$ cat config.mk
export PLATFORM = sky130hd
export DESIGN_NAME = aer_receiver
export DESIGN_NICKNAME = d
export VERILOG_FILES = /design/src/rtl/aer_receiver.sv
export SDC_FILE = /design/constraint.sdc
export NUM_CORES = 1
export LEC_CHECK = 0
export CAP_MARGIN = 5
export CORE_MARGIN = 4
export CORE_UTILIZATION = 40
export CTS_CLUSTER_SIZE = 20
export DETAILED_ROUTE_END_ITERATION = 12
export SYNTH_ARGS = -nofsm -noshare
export SYNTH_HDL_FRONTEND = slang
export SYNTH_SLANG_ARGS = --single-unit
$ cat constraint.sdc
create_clock -name clk -period 5.1 [get_ports clk]
set_clock_uncertainty 0.05 [all_clocks]
set_input_delay 1.53 -clock clk [delete_from_list [all_inputs] [get_ports clk]]
set_output_delay 1.53 -clock clk [all_outputs]
set_load 0.01 [all_outputs]
$ cat src/rtl/aer_receiver.sv
// AER receiver: synchronizes 4-phase req/ack address events into clk and queues them on a valid/ready stream.
// Optional AER_TIMESTAMP_EN adds a free-running TS_W counter captured per event and presented on evt_ts.
module aer_receiver #(
  parameter int unsigned ADDR_W      = 8,
  parameter int unsigned SYNC_STAGES = 2,
  parameter int unsigned FIFO_DEPTH  = 4,
  parameter int unsigned TS_W        = 16
) (
  input  logic                          clk,
  input  logic                          rst_n,
  input  logic                          aer_req,
  input  logic [ADDR_W-1:0]             aer_addr,
  output logic                          aer_ack,
  output logic                          evt_valid,
  output logic [ADDR_W-1:0]             evt_addr,
  input  logic                          evt_ready,
  output logic [$clog2(FIFO_DEPTH):0]   fifo_count
`ifdef AER_TIMESTAMP_EN
  ,
  output logic [TS_W-1:0]               evt_ts
`endif
);

  localparam int unsigned AW = $clog2(FIFO_DEPTH);
  localparam int unsigned CW = AW + 1;

  // Elaboration-time parameter legality
  if (SYNC_STAGES < 2 || SYNC_STAGES > 4) begin : g_bad_sync
    $error("aer_receiver: SYNC_STAGES must be 2..4");
  end
  if (FIFO_DEPTH < 2 || FIFO_DEPTH > 16 || (FIFO_DEPTH & (FIFO_DEPTH - 1)) != 0) begin : g_bad_depth
    $error("aer_receiver: FIFO_DEPTH must be a power of two in 2..16");
  end
  if (TS_W < 1) begin : g_bad_ts
    $error("aer_receiver: TS_W must be at least 1");
  end

  typedef enum logic [1:0] {
    RESYNC = 2'd0,
    IDLE   = 2'd1,
    ACK    = 2'd2
  } state_t;

  state_t                state_q, state_d;
  logic [SYNC_STAGES-1:0] sync_q;
  logic [SYNC_STAGES-1:0] prime_q;
  logic                  req_s;
  logic                  sync_ok;
  logic                  push_c;
  logic                  pop_c;
  logic                  full_c;
  logic [CW-1:0]         count_d;
  logic [AW-1:0]         wr_ptr_q;
  logic [AW-1:0]         rd_ptr_q;
  logic [AW-1:0]         rd_ptr_d;
  logic [ADDR_W-1:0]     head_addr_d;
  logic [ADDR_W-1:0]     mem_addr [FIFO_DEPTH];

  assign req_s   = sync_q[SYNC_STAGES-1];
  // The chain holds reset zeros, not the real req level, until it has filled once.
  assign sync_ok = prime_q[SYNC_STAGES-1];
  assign full_c  = (fifo_count == CW'(FIFO_DEPTH));
  assign pop_c   = evt_valid & evt_ready;

  // req synchronizer plus fill tracker
  always_ff @(posedge clk or negedge rst_n) begin
    if (!rst_n) begin
      sync_q  <= '0;
      prime_q <= '0;
    end else begin
      sync_q  <= {sync_q[SYNC_STAGES-2:0], aer_req};
      prime_q <= {prime_q[SYNC_STAGES-2:0], 1'b1};
    end
  end

  // Handshake FSM: next state and push decision
  always_comb begin
    state_d = state_q;
    push_c  = 1'b0;
    case (state_q)
      RESYNC: begin
        if (sync_ok && !req_s) begin
          state_d = IDLE;
        end
      end
      IDLE: begin
        if (req_s && !full_c) begin
          push_c  = 1'b1;
          state_d = ACK;
        end
      end
      ACK: begin
        if (!req_s) begin
          state_d = IDLE;
        end
      end
      default: state_d = RESYNC;
    endcase
  end

  always_ff @(posedge clk or negedge rst_n) begin
    if (!rst_n) begin
      state_q <= RESYNC;
      aer_ack <= 1'b0;
    end else begin
      state_q <= state_d;
      aer_ack <= (state_d == ACK);
    end
  end

  // FIFO bookkeeping and next head entry
  always_comb begin
    count_d  = fifo_count + CW'(push_c) - CW'(pop_c);
    rd_ptr_d = pop_c ? AW'(rd_ptr_q + AW'(1)) : rd_ptr_q;
    // Only when the queue drains to empty can the new write land on the head slot.
    if (push_c && (wr_ptr_q == rd_ptr_d)) begin
      head_addr_d = aer_addr;
    end else begin
      head_addr_d = mem_addr[rd_ptr_d];
    end
  end

  always_ff @(posedge clk) begin
    if (push_c) begin
      mem_addr[wr_ptr_q] <= aer_addr;
    end
  end

  always_ff @(posedge clk or negedge rst_n) begin
    if (!rst_n) begin
      wr_ptr_q   <= '0;
      rd_ptr_q   <= '0;
      fifo_count <= '0;
      evt_valid  <= 1'b0;
      evt_addr   <= '0;
    end else begin
      if (push_c) begin
        wr_ptr_q <= AW'(wr_ptr_q + AW'(1));
      end
      rd_ptr_q   <= rd_ptr_d;
      fifo_count <= count_d;
      evt_valid  <= (count_d != '0);
      evt_addr   <= head_addr_d;
    end
  end

`ifdef AER_TIMESTAMP_EN
  logic [TS_W-1:0] ts_q;
  logic [TS_W-1:0] head_ts_d;
  logic [TS_W-1:0] mem_ts [FIFO_DEPTH];

  always_comb begin
    if (push_c && (wr_ptr_q == rd_ptr_d)) begin
      head_ts_d = ts_q;
    end else begin
      head_ts_d = mem_ts[rd_ptr_d];
    end
  end

  always_ff @(posedge clk) begin
    if (push_c) begin
      mem_ts[wr_ptr_q] <= ts_q;
    end
  end

  // Free-running timestamp, wraps naturally at 2^TS_W
  always_ff @(posedge clk or negedge rst_n) begin
    if (!rst_n) begin
      ts_q   <= '0;
      evt_ts <= '0;
    end else begin
      ts_q   <= TS_W'(ts_q + TS_W'(1));
      evt_ts <= head_ts_d;
    end
  end
`endif

endmodule

==> results of run 1 <==
layout make-up:
class                      count  area share, %
clock inverter                 1          0.993
sequential                    55           50.8
tap                           77           3.19
multi-input combinational    112           32.0
inverter                       9           1.12
clock buffer                   7           3.23
timing repair buffer          27           8.69
cells by family after synthesis:
logic type	count (synthesis)	synth area share [%]
flops	55	59.0
buf+inv	23	3.98
fa+ha+maj	7	3.65
simple gates	36	10.3
compound gates	45	13.7
other cells	1	0.144
mux	17	6.96
xor+xnor	6	2.30
per-stage QoR:
step                instances  hold WS [ns]
floorplan                 190         0.281
global placement          280         0.283
detailed placement        280         0.285
CTS                       288         0.308
global route              288         0.320
finish                    288         0.307
Yosys cell counts, drive strengths merged, types with 4 or more instances:
master / count
edfxtp: 32
dfrtp: 23
a211oi: 21
mux2: 9
o31ai: 9
inv: 8
mux2i: 8
nand4b: 8
a2bb2oi: 7
buf: 7
clkbuf: 7
nor4bb: 7
ha: 6
nor2: 5
xnor2: 5
and2: 4
nand2: 4
layout by cell type, fill, tap and decap left out, types with 3 or more instances in the layout:
cell type	Yosys	final
sky130_fd_sc_hd__inv_1	7	7
sky130_fd_sc_hd__nand2_1	3	3
sky130_fd_sc_hd__xnor2_1	4	4
sky130_fd_sc_hd__o31ai_1	8	8
sky130_fd_sc_hd__and2_1	4	4
sky130_fd_sc_hd__a211oi_1	21	21
sky130_fd_sc_hd__nand4b_1	8	8
sky130_fd_sc_hd__mux2_2	9	9
sky130_fd_sc_hd__dfrtp_1	23	23
sky130_fd_sc_hd__edfxtp_1	32	32
sky130_fd_sc_hd__clkbuf_8	0	5
sky130_fd_sc_hd__a2bb2oi_1	7	7
sky130_fd_sc_hd__clkdlybuf4s50_1	0	24
sky130_fd_sc_hd__buf_4	1	3
sky130_fd_sc_hd__nor4bb_1	7	7
sky130_fd_sc_hd__mux2i_1	8	8
sky130_fd_sc_hd__nor2_1	5	5
sky130_fd_sc_hd__ha_1	6	6
per-layer routing:
metal  vias to the layer above  track usage [%]
met1                       793             19.2
met4                         0             4.53
met2                        31             21.7
met5                         -                0
li1                        769                -
met3                         6             2.51
critical path, cell delays in order:
cell,delay [ns]
sky130_fd_sc_hd__clkdlybuf4s50_1,0.50
sky130_fd_sc_hd__nand2_2,0.17
sky130_fd_sc_hd__inv_2,0.38
sky130_fd_sc_hd__ha_1,0.30
sky130_fd_sc_hd__inv_1,0.05
sky130_fd_sc_hd__ha_1,0.15
sky130_fd_sc_hd__fa_1,0.42
sky130_fd_sc_hd__or3_1,0.37
where the power goes:
part	internal (uW)	total (uW)	switching (uW)
combinational	316	606	290
clock	177	317	140
sequential	564	657	92.7
total	1060	1580	523
sequential cells by signal (all words and copies together), names as in the netlist, 2 cells and up:
| register | cells |
|---|---|
| fifo_count | 3 |
| sync_q | 2 |
| wr_ptr_q | 2 |
| evt_addr | 8 |
| state_q | 2 |
| prime_q | 2 |
| mem_addr | 32 |
| rd_ptr_q | 2 |
worst max-delay path by stage:
stage | cells past startpoint | endpoint | start | slack [ns]
after floorplan | 10 | evt_valid$_DFF_PN0_ | evt_ready | 1.56
after global placement | 8 | evt_valid$_DFF_PN0_ | evt_ready | 1.08
after detailed placement | 8 | evt_valid$_DFF_PN0_ | evt_ready | 1.02
after CTS | 8 | evt_valid$_DFF_PN0_ | evt_ready | 1.36
after global routing | 8 | evt_valid$_DFF_PN0_ | evt_ready | 1.25
final | 8 | evt_valid$_DFF_PN0_ | evt_ready | 1.36
==> results, run 1 <==
- The congestion estimate from routability-driven global placement came to around 0.66.
- The worst-margin pin slew is between 0.8 and 0.9 ns.
- In the routed layout, each cell is associated on average with a via count of 5.55.
- For the worst flop-to-flop path, the logic depth is 7.
- The finished cells cover 3020 um^2.
- The post-CTS setup-driven buffer insertion count is 0.
- In this run the horizontal extent of the chip is between 80 and 90 um.
- The peak supply drop is approximately 380 uV.
- The largest net degree at the start of global routing is 35.
- The setup-violating endpoint count in the final report is 0.
- The total clock buffers created by CTS is 5.
- After global routing the overflow that remains totals 0.
- For the worst-skew pair, the clock arrives at the later sink with an insertion delay of roughly 0.31 ns.
- The post-synthesis async set-or-reset flop share is 41.8%.
- The area fraction of the dominant cell type after synthesis is a little under two fifths.
- The number of antenna diodes in the final layout is 0.
- Data on the critical path is required at its endpoint by roughly 5.2 ns.
- The worst path in the final design needs a cycle of 3.74 ns, including I/O delays and setup.
- The number of nets at the end of the flow is around 230.
- The setup path with the least slack is of type input port to flop.
- The count of buffers added on input and output ports is 24.
- The met3 layer wire length in the routed design is approximately 200 um.
- Setup repair after global routing left no endpoint under its margin.
- The highest metal layer carrying signal wires in the routed design is met4.
- The worst-case hold path end point is prime_q[1]$_DFF_PN0_.
- The kind of start point of the critical path is an input port.
- The flow ran to the end, and the final reports show no timing, DRC or antenna violations.
- The clock-pin slew on the worst setup and hold paths is 0.10 ns.
- In the global route stage, overall resource usage came out at between 10 and 15%.
- In the final routed layout, each cell accounts on average for around 17 um.
- TritonCTS built the clock tree.
- The register-to-register setup slack is between 2 and 2.5 ns.
- In this run the clock root is driven by a sky130_fd_sc_hd__clkbuf_8.
- Summing the sequential cell areas from Yosys gives around three fifths of the chip area.
- In this run the standard cell core region covers roughly 6300 um^2.
- The overall via count from detail_route is about 1600.
- The number of remaining DRC errors is 0.
- The synthesized netlist cell count is 190.
- The count of flip-flops with a built-in enable after synthesis is 32.
- The largest total area in the synthesized netlist belongs to sky130_fd_sc_hd__edfxtp_1.
- The number of I/O pins is 25.
- The unique cell type count in the Yosys netlist is 43.
- After filler insertion, the fill cell instance count of the layout stands at 557.
- The final HPWL from detailed placement is approximately 3.0 mm.
- The number of buffers inserted by hold repair at cts is 0.
- For this run, the share of the core covered by cells in the final layout is a little under half.
- The depth of the CTS H-tree is 2.
- The worst hold path begins at prime_q[0]$_DFF_PN0_.
- The clock passes through at most 2 buffers.
- The startpoint identified for the worst register-to-register timing path is evt_valid$_DFF_PN0_.
- The synthesis warning total is 0.
- Counting every net in the synthesized netlist gives 209.
- The worst reg2reg path endpoint is evt_valid$_DFF_PN0_.
- Synthesis inferred 55 register bits.
- Dividing total power by cell area gives a power density of around 520 nW/um^2.
- The initial DRC count is 65.
- The worst slack after detailed placement is a little over 1 ns.
- The total design power is between 1500 and 2000 uW.
- In the synthesized netlist the dominant register cell turns out to be sky130_fd_sc_hd__edfxtp_1.
- The worst-path maximum fanout is 19.
- The number of global-route vias before repair was approximately 1500.
- Summing all placed instances gives a cell area of between 2000 and 3000 um^2.
- The count of final max-slew check failures is 0.
- Registers take 1540 um^2.
- Each instance of the synthesized netlist takes up on average 13.7 um^2.
- The post-route netlist has between 10% and 20% of its cells at a drive strength greater than 1.
- The full die area is between 7000 and 8000 um^2.
- The overall die height is between 80 and 90 um.
- The initial standard-cell utilization of the core is 41.0%.
- The first global-routing pass estimated approximately 8.0 mm of wire.
- The multi-input combinational cells in the finished layout cover a total of 966 um^2.
- The routed length on met1 is about 2.4 mm.
- Along the worst hold path, the cell count comes to 0.
- The number of sinks on the clock net is 55.
- Across the run, the number of max-cap violations was 0.
- In the post-synthesis netlist, the biggest area contributors are sky130_fd_sc_hd__edfxtp_1, sky130_fd_sc_hd__dfrtp_1, sky130_fd_sc_hd__a211oi_1, sky130_fd_sc_hd__mux2_2, sky130_fd_sc_hd__mux2i_1.
- After layout, the worst setup slack is ~1.4 ns.
- The class of the tightest hold or removal check is flop to flop.
- Wire segments on met2 add up to about 2.4 mm in the final route.
- The cell area that synthesis handed to floorplanning was about 2600 um^2.
- The initial antenna violation count is 0.
- In this run the static leakage power is approximately 0.0011 uW.
- The total negative setup slack is 0 ns.
- Gates resized during post-CTS repair numbered 0.
- The layout overhead on the synthesized area is 16.0%.
- The headroom to the max-slew limit is around two fifths.
- The first detailed-routing pass ran for 5 iterations.
- The detail route stage leaves a number of antenna-violating nets equal to 0.
- Data arrives at the worst endpoint at 3.88 ns.
- The sort of element at the end of the critical path is a flop.
- The number of hold-slack violations in the final timing report is 0.
- The final layout contains routed wiring with a total length of just over 5 mm.
- The upper clock frequency limit is around 0.27 GHz.
- The initialized floorplan defines 29 standard-cell rows.
- The share of the clock period used by the worst path is roughly three quarters.
Power figures use the tool's default switching activity.
==> inputs of run 2 (changes only) <==
==> constraint.sdc (replaced) <==
create_clock -name clk -period 3.9 [get_ports clk]
set_clock_uncertainty 0.05 [all_clocks]
set_input_delay 1.17 -clock clk [delete_from_list [all_inputs] [get_ports clk]]
set_output_delay 1.17 -clock clk [all_outputs]
set_load 0.01 [all_outputs]
==> run 2 against run 1 <==
Net effect: sequential power is 29% higher; cell count rose by 1.0%; die area stayed put; register-to-register slack lost 0.92 ns; flip-flop and latch count unchanged; global-route usage increased by 0.28 points; worst hold slack gained 0.0011 ns; core utilization shrank 0.32 points; wire length grew 1.4%; critical path depth fell by 2; largest cell class unchanged; highest routed layer unchanged.
==> results, run 2 (synthesis results as in run 1) <==
- The combined area of the multi-input logic cells is 966 um^2 (unchanged).
- The slowest library cell on the worst path is sky130_fd_sc_hd__o31ai_4.
- The count of nets left with antenna violations after detail routing was 0 (unchanged).
- The worst-margin pin slew is 0.848 ns (-0.0344 ns).
- The average wire per standard cell was 17.5 um (+0.36%).
- After layout, the worst path uses 81.3% of the clock period.
- The largest net degree at the start of global routing is 34 (-2.9%).
- The number of logic stages on the critical path including buffering is 6 (-2).
- The total core area is 6350 um^2 (unchanged).
- Setup repair after global routing left no endpoint under its margin.
- The buffer and inverter count on the worst path is 2 (-1).
- The TritonCTS clock tree is done.
- The data required time of the critical path is 4.04 ns (-1.20 ns).
- The count of buffers from port buffering is 24 (unchanged).
- The total wirelength of the detailed-routed design is 5.11 mm (+1.4%).
- The number of cells after detailed placement is 283 (+1.1%).
- The longest individual stage delay on the worst path is 0.55 ns (+0.05 ns).
- The peak supply drop is 301 uV (-22%).
- The cell family contributing the most delay on the critical path is buffers and inverters.
- Walking the worst path, the cells encountered are clkdlybuf4s50_1 > buf_4 > a21boi_0 > and3_1 > o31ai_4 > mux2_2.
- The register-to-register setup slack was 1.12 ns (-0.92 ns).
- The post-route non-filler standard cell count was 291 (+1.0%).
- The initial DRC count was 108 (+66%).
- The number of sinks on the clock net is 55 (unchanged).
- The count of final max-slew check failures is 0 (unchanged).
- The overall via count from detail_route was 1596 (-0.19%).
- The clock latency at the later pin of the worst-skew pair is 0.31 ns (about the same).
- Clock tree synthesis selected as its root buffer the cell sky130_fd_sc_hd__clkbuf_8.
- The number of hold-slack violations in the final timing report is 0 (unchanged).
- The clock-pin slew on the worst setup and hold paths is 0.10 ns (about the same).
- The placed standard-cell area came to 2920 um^2 (+0.78%).
- The count of cells along the worst hold path is 0 (unchanged).
- The setup-violating endpoint count in the final report is 0 (unchanged).
- The number of maximum-capacitance constraint violations was 0 (unchanged).
- The number of iterations in the first detailed-routing pass is 4 (-1).
- The number of rows in the core area is 29 (unchanged).
- The smallest clock period supported by the final layout is computed as 3.17 ns.
- The number of buffers inserted by hold repair at cts is 0 (unchanged).
- The beginning of the worst register-to-register path is evt_valid$_DFF_PN0_.
- The total track usage is 14.1% (+0.28 points).
- The path depth of the worst reg2reg path is 7 (unchanged).
- The full die area is 7870 um^2 (unchanged).
- The number of remaining DRC errors is 0 (unchanged).
- The endpoint arrival time on the critical path is 3.31 ns (-0.57 ns).
- The final HPWL from detailed placement is 3.24 mm (+6.5%).
- The flow ran to the end, and the final reports show no timing, DRC or antenna violations.
- The headroom to the max-slew limit is 43.5% (+2.3 points).
- The area of all placed cells without fillers is 3000 um^2 (-0.66%).
- The number of gates resized after cts is 0 (unchanged).
- The number of nets at the end of the flow is 232 (+1.3%).
- The overall die height is 88.7 um (unchanged).
- The upper clock frequency limit is around 0.32 GHz.
- The register with the most flip-flops is mem_addr.
- The residual overflow from global routing is 0 (unchanged).
- The number of flip-flops under the largest register name is 32 (unchanged).
- The number of global-route vias before repair was 1557 (+1.8%).
- The number of inserted diodes is 0 (unchanged).
- The power per cell area came to 659 nW/um^2 (+26%).
- The leakage power came to 0.00110 uW (-0.72%).
- In this run the critical register-to-register path is captured at evt_valid$_DFF_PN0_.
- The flip-flop and latch area is 1540 um^2 (unchanged).
- The class of the tightest hold or removal check is flop to flop.
- The layout cell share with drive strength beyond 1 is 13.1% (+1.2 points).
- The routability-driven placement congestion ratio came to 0.684 (+4.4%).
- In the final layout, the registers with the most flip-flops are mem_addr x32, evt_addr x8, fifo_count x3.
- The worst-case hold path end point is prime_q[1]$_DFF_PN0_.
- The ratio of routed vias to standard cells was 5.48 (-1.2%).
- The initial antenna violation count came to 0 (unchanged).
- The layout overhead on the synthesized area is 15.2%.
- The total clock buffers created by CTS is 5 (unchanged).
- The start-to-end type of the worst setup path is input port to flop.
- The number of I/O pins is 25 (unchanged).
- The number of filler instances in the final layout is 580 (+4.1%).
- STA classifies the critical path startpoint as an input port.
- Leaving out fill and tap cells, the most frequent cells in the layout are sky130_fd_sc_hd__edfxtp_1, sky130_fd_sc_hd__clkdlybuf4s50_1, sky130_fd_sc_hd__dfrtp_1, sky130_fd_sc_hd__a211oi_1, sky130_fd_sc_hd__mux2_2.
- The worst setup path is captured at a flop.
- The overall die width is 88.7 um (unchanged).
- The source of the worst hold timing path is prime_q[0]$_DFF_PN0_.
- The depth of the CTS H-tree is 2 (unchanged).
- The post-CTS setup-driven buffer insertion count came to 0 (unchanged).
- The most common cell after layout, fill and taps aside is sky130_fd_sc_hd__edfxtp_1.
- The total negative setup slack is 0 ns (unchanged).
- The maximum clock insertion buffer count is 2 (unchanged).
- The initial standard-cell utilization of the core came to 41.0% (unchanged).
- The worst-path maximum fanout is 26 (+7).
- The first-pass GRT wire length is 8.19 mm (+2.4%).
-- run 2: metrics by stage --
| step | utilization, % | setup WS, ns | total power, uW | hold slack [ns] |
|---|---|---|---|---|
| 3_3_place_gp | 46.0 | 0.421 | 1680 | 0.282 |
| 3_5_place_dp | 46.0 | 0.401 | 1690 | 0.286 |
| 2_1_floorplan | - | 0.722 | 1420 | 0.281 |
| 6_report | 47.3 | 0.730 | 1980 | 0.308 |
| 5_1_grt | 47.3 | 0.628 | 2120 | 0.313 |
| 4_1_cts | 47.3 | 0.726 | 2000 | 0.308 |
-- run 2: metal layers --
metal / GRT usage (%) / vias to the layer above / routed length, um
met5: 0 / - / 0
met4: 4.53 / 0 / 41
met3: 2.89 / 2 / 161
met2: 22.6 / 28 / 2430
met1: 19.1 / 789 / 2480
li1: - / 777 / -
-- run 2: layout make-up --
cell class              count  share of cell area [%]
inverters                   9                    1.13
flip-flops and latches     55                    51.2
clock buffers               6                    2.42
clock inverters             2                   0.417
repair buffers             30                    9.50
multi-input cells         112                    32.2
well taps                  77                    3.21
-- run 2: worst max path at each step --
stage,from,endpoint
after floorplan,evt_ready,evt_valid$_DFF_PN0_
after CTS,evt_ready,evt_addr[0]$_DFF_PN0_
final,evt_ready,evt_addr[0]$_DFF_PN0_
after detailed placement,evt_ready,evt_addr[0]$_DFF_PN0_
after global routing,evt_ready,evt_addr[0]$_DFF_PN0_
after global placement,evt_ready,evt_addr[7]$_DFF_PN0_
-- run 2: power by group --
part	leakage (uW)	switching [uW]	internal (uW)
combinational	0.000494	396	428
sequential	0.000561	110	739
clock	0.0000412	180	126
==> inputs of run 3 (changes only) <==
==> constraint.sdc (replaced) <==
create_clock -name clk -period 3.29 [get_ports clk]
set_clock_uncertainty 0.05 [all_clocks]
set_input_delay 0.987 -clock clk [delete_from_list [all_inputs] [get_ports clk]]
set_output_delay 0.987 -clock clk [all_outputs]
set_load 0.01 [all_outputs]
==> run 3 against run 2 <==
Net effect: critical endpoint is now evt_valid$_DFF_PN0_; combinational power grew 24%; global-route usage is essentially flat; sequential power grew 13%; clock power grew 46%; largest cell class unchanged.
==> results, run 3 (synthesis results as in run 1) <==
- The part of the total power dissipated in the clock network is 18.5% (+3.1 points).
- The share of the clock period used by the worst path is a little over four fifths.
- The overall die width is 88.7 um (unchanged).
- The endpoint arrival time on the critical path is 2.92 ns (-0.39 ns).
- The clock-pin slew on the worst setup and hold paths came to 0.10 ns (about the same).
- The average wire per standard cell is 17.1 um (-2.5%).
- The total clock buffers created by CTS was 5 (unchanged).
- The initial antenna violation count came to 0 (unchanged).
- The number of cells after detailed placement came to 288 (+1.8%).
- The cell chosen for the clock root is sky130_fd_sc_hd__clkbuf_8.
- Counting stages on the worst path, the most repeated cell is sky130_fd_sc_hd__ha_1.
- The logic gate share of total power is 42.1% (+0.4 points).
- The largest net degree at the start of global routing is 34 (unchanged).
- The total wirelength of the detailed-routed design is 5.07 mm (-0.78%).
- The internal power of the cells is 1620 uW (+25%).
- The number of remaining DRC errors is 0 (unchanged).
- The slowest stage of the critical path belongs to the cell sky130_fd_sc_hd__clkdlybuf4s50_1.
- The upper clock frequency limit is around 0.36 GHz.
- The power per cell area is 792 nW/um^2 (+20%).
- The initial DRC count is 31 (-71%).
- Leaving out fill and tap cells, the most frequent cell in the layout is sky130_fd_sc_hd__edfxtp_1.
- The residual overflow from global routing was 0 (unchanged).
- The critical path goes through clkdlybuf4s50_1 > nand2_2 > inv_2 > ha_1 > inv_1 > ha_1 > fa_1 > or3_1.
- In this run the critical register-to-register path is captured at evt_valid$_DFF_PN0_.
- The count of cells along the worst hold path was 0 (unchanged).
- The start-to-end type of the worst setup path is input port to flop.
- The overall via count from detail_route is 1648 (+3.3%).
- The number of maximum-capacitance constraint violations came to 0 (unchanged).
- The largest registers in the layout are mem_addr x32, evt_addr x8, fifo_count x3.
- The number of hold-slack violations in the final timing report came to 0 (unchanged).
- The setup-violating endpoint count in the final report is 0 (unchanged).
- The number of inserted diodes was 0 (unchanged).
- The count of final max-slew check failures came to 0 (unchanged).
- The register with the most flip-flops is mem_addr.
- The number of I/O pins came to 25 (unchanged).
- The min-delay analysis places its worst path in the category flop to flop.
- The post-route non-filler standard cell count is 296 (+1.7%).
- The initial standard-cell utilization of the core is 41.0% (unchanged).
- The run finished with clean final reports.
- The path with the worst hold slack has its endpoint at prime_q[1]$_DFF_PN0_.
- The count of buffers from port buffering is 24 (unchanged).
- The number of sinks on the clock net is 55 (unchanged).
- The clock latency at the later pin of the worst-skew pair is 0.31 ns (about the same).
- The full die area was 7870 um^2 (unchanged).
- TritonCTS built the clock tree.
- The library cells used most frequently in the layout, excluding fill and tap cells, are sky130_fd_sc_hd__edfxtp_1, sky130_fd_sc_hd__clkdlybuf4s50_1, sky130_fd_sc_hd__dfrtp_1, sky130_fd_sc_hd__a211oi_1, sky130_fd_sc_hd__buf_4.
- The depth of the CTS H-tree is 2 (unchanged).
- The first-pass GRT wire length is 8.20 mm (about the same).
- The switching portion of total power is 33.5% (-1.2 points).
- The worst-margin pin slew is 0.560 ns (-0.288 ns).
- The shortest period the worst path allows is 2.78 ns.
- The leakage power was 0.00114 uW (+3.6%).
- The count of nets left with antenna violations after detail routing is 0 (unchanged).
- The kind of start point of the critical path is an input port.
- The beginning of the worst register-to-register path is fifo_count[1]$_DFF_PN0_.
- The number of flip-flops under the largest register name is 32 (unchanged).
- The routability-driven placement congestion ratio was 0.699 (+2.3%).
- The maximum clock insertion buffer count is 2 (unchanged).
- The path depth of the worst reg2reg path is 9 (+2).
- The total track usage was 14.1% (about the same).
- The longest individual stage delay on the worst path is 0.50 ns (-0.05 ns).
- The sequential power share is 39.4% (-3.5 points).
- The post-CTS setup-driven buffer insertion count came to 0 (unchanged).
- The headroom to the max-slew limit is 62.7% (+19 points).
- The total core area is 6350 um^2 (unchanged).
- The number of nets at the end of the flow was 237 (+2.2%).
- The data required time of the critical path is 3.43 ns (-0.61 ns).
- The peak supply drop is 329 uV (+9.5%).
- From synthesis to final layout, the design area changed by 17.7%.
- The sort of element at the end of the critical path is a flop.
- The overall die height came to 88.7 um (unchanged).
- The worst-path maximum fanout was 5 (-81%).
- The final HPWL from detailed placement is 3.17 mm (-2.2%).
- The number of gates resized after cts is 0 (unchanged).
- The ratio of routed vias to standard cells was 5.57 (+1.5%).
- The number of rows in the core area is 29 (unchanged).
- Setup repair after global routing left no endpoint under its margin.
- The register-to-register setup slack is 0.73 ns (-0.39 ns).
- The number of buffers inserted by hold repair at cts is 0 (unchanged).
- The power dissipated by switching net loads is 813 uW (+19%).
- The number of iterations in the first detailed-routing pass is 4 (unchanged).
- The total negative setup slack is 0 ns (unchanged).
- The layout cell share with drive strength beyond 1 was 15.5% (+2.4 points).
- The number of global-route vias before repair is 1588 (+2.0%).
- In this run the most critical hold path is launched from prime_q[0]$_DFF_PN0_.
[run 3: changes by cell type in the layout (fill, tap and decap cells not counted)]
cell / previous run / this run
sky130_fd_sc_hd__buf_4: 6 / 11
sky130_fd_sc_hd__bufinv_16: 0 / 1
sky130_fd_sc_hd__clkbuf_1: 1 / 0
sky130_fd_sc_hd__clkinv_4: 0 / 1
sky130_fd_sc_hd__clkinvlp_4: 1 / 0
[run 3: layer usage]
| layer | track usage [%] | up-vias | wire length (um) |
|---|---|---|---|
| met4 | 5.22 | 0 | 63 |
| met5 | 0 | - | 0 |
| li1 | - | 793 | - |
| met1 | 19.3 | 819 | 2390 |
| met3 | 2.61 | 6 | 151 |
| met2 | 22.2 | 30 | 2460 |
[run 3: stage by stage]
step                hold WS [ns]  utilization [%]  power [uW]  area (um^2)  setup WS, ns
floorplan                  0.281                -        1680         2610         0.295
global placement           0.283             46.5        1990         2960         0.212
detailed placement         0.288             46.5        2010         2960         0.154
CTS                        0.311             48.3        2450         3070         0.503
global route               0.316             48.3        2610         3070         0.386
finish                     0.307             48.3        2430         3070         0.510
[run 3: layout make-up]
cell class,count,area [um^2]
fill,579,3280
sequential,55,1540
multi-input combinational,112,966
clock buffer,5,68.8
tap,77,96.3
clock inverter,3,43.8
inverter,9,33.8
timing repair buffer,35,323
[run 3: critical path, delay by kind of cell]
kind	cells	cell delay (ns)
fa+ha+maj	3	0.89
buf+inv	3	0.58
simple gates	2	0.48
[run 3: worst max-delay path by stage]
stage | slack, ns | cells past startpoint | start | end
floorplan | 0.30 | 10 | evt_ready | evt_valid$_DFF_PN0_
global placement | 0.21 | 9 | evt_ready | evt_valid$_DFF_PN0_
detailed placement | 0.15 | 9 | evt_ready | evt_valid$_DFF_PN0_
CTS | 0.50 | 9 | evt_ready | evt_valid$_DFF_PN0_
global route | 0.39 | 9 | evt_ready | evt_valid$_DFF_PN0_
finish | 0.51 | 8 | evt_ready | evt_valid$_DFF_PN0_
[run 3: power groups by stage]
stage | Combinational, uW | Clock [uW] | Sequential [uW]
6_report | 1020 | 448 | 958
5_1_grt | 1130 | 492 | 981
4_1_cts | 1030 | 459 | 960
3_5_place_dp | 1030 | 0 | 973
3_3_place_gp | 1020 | 0 | 974
2_1_floorplan | 686 | 0 | 996
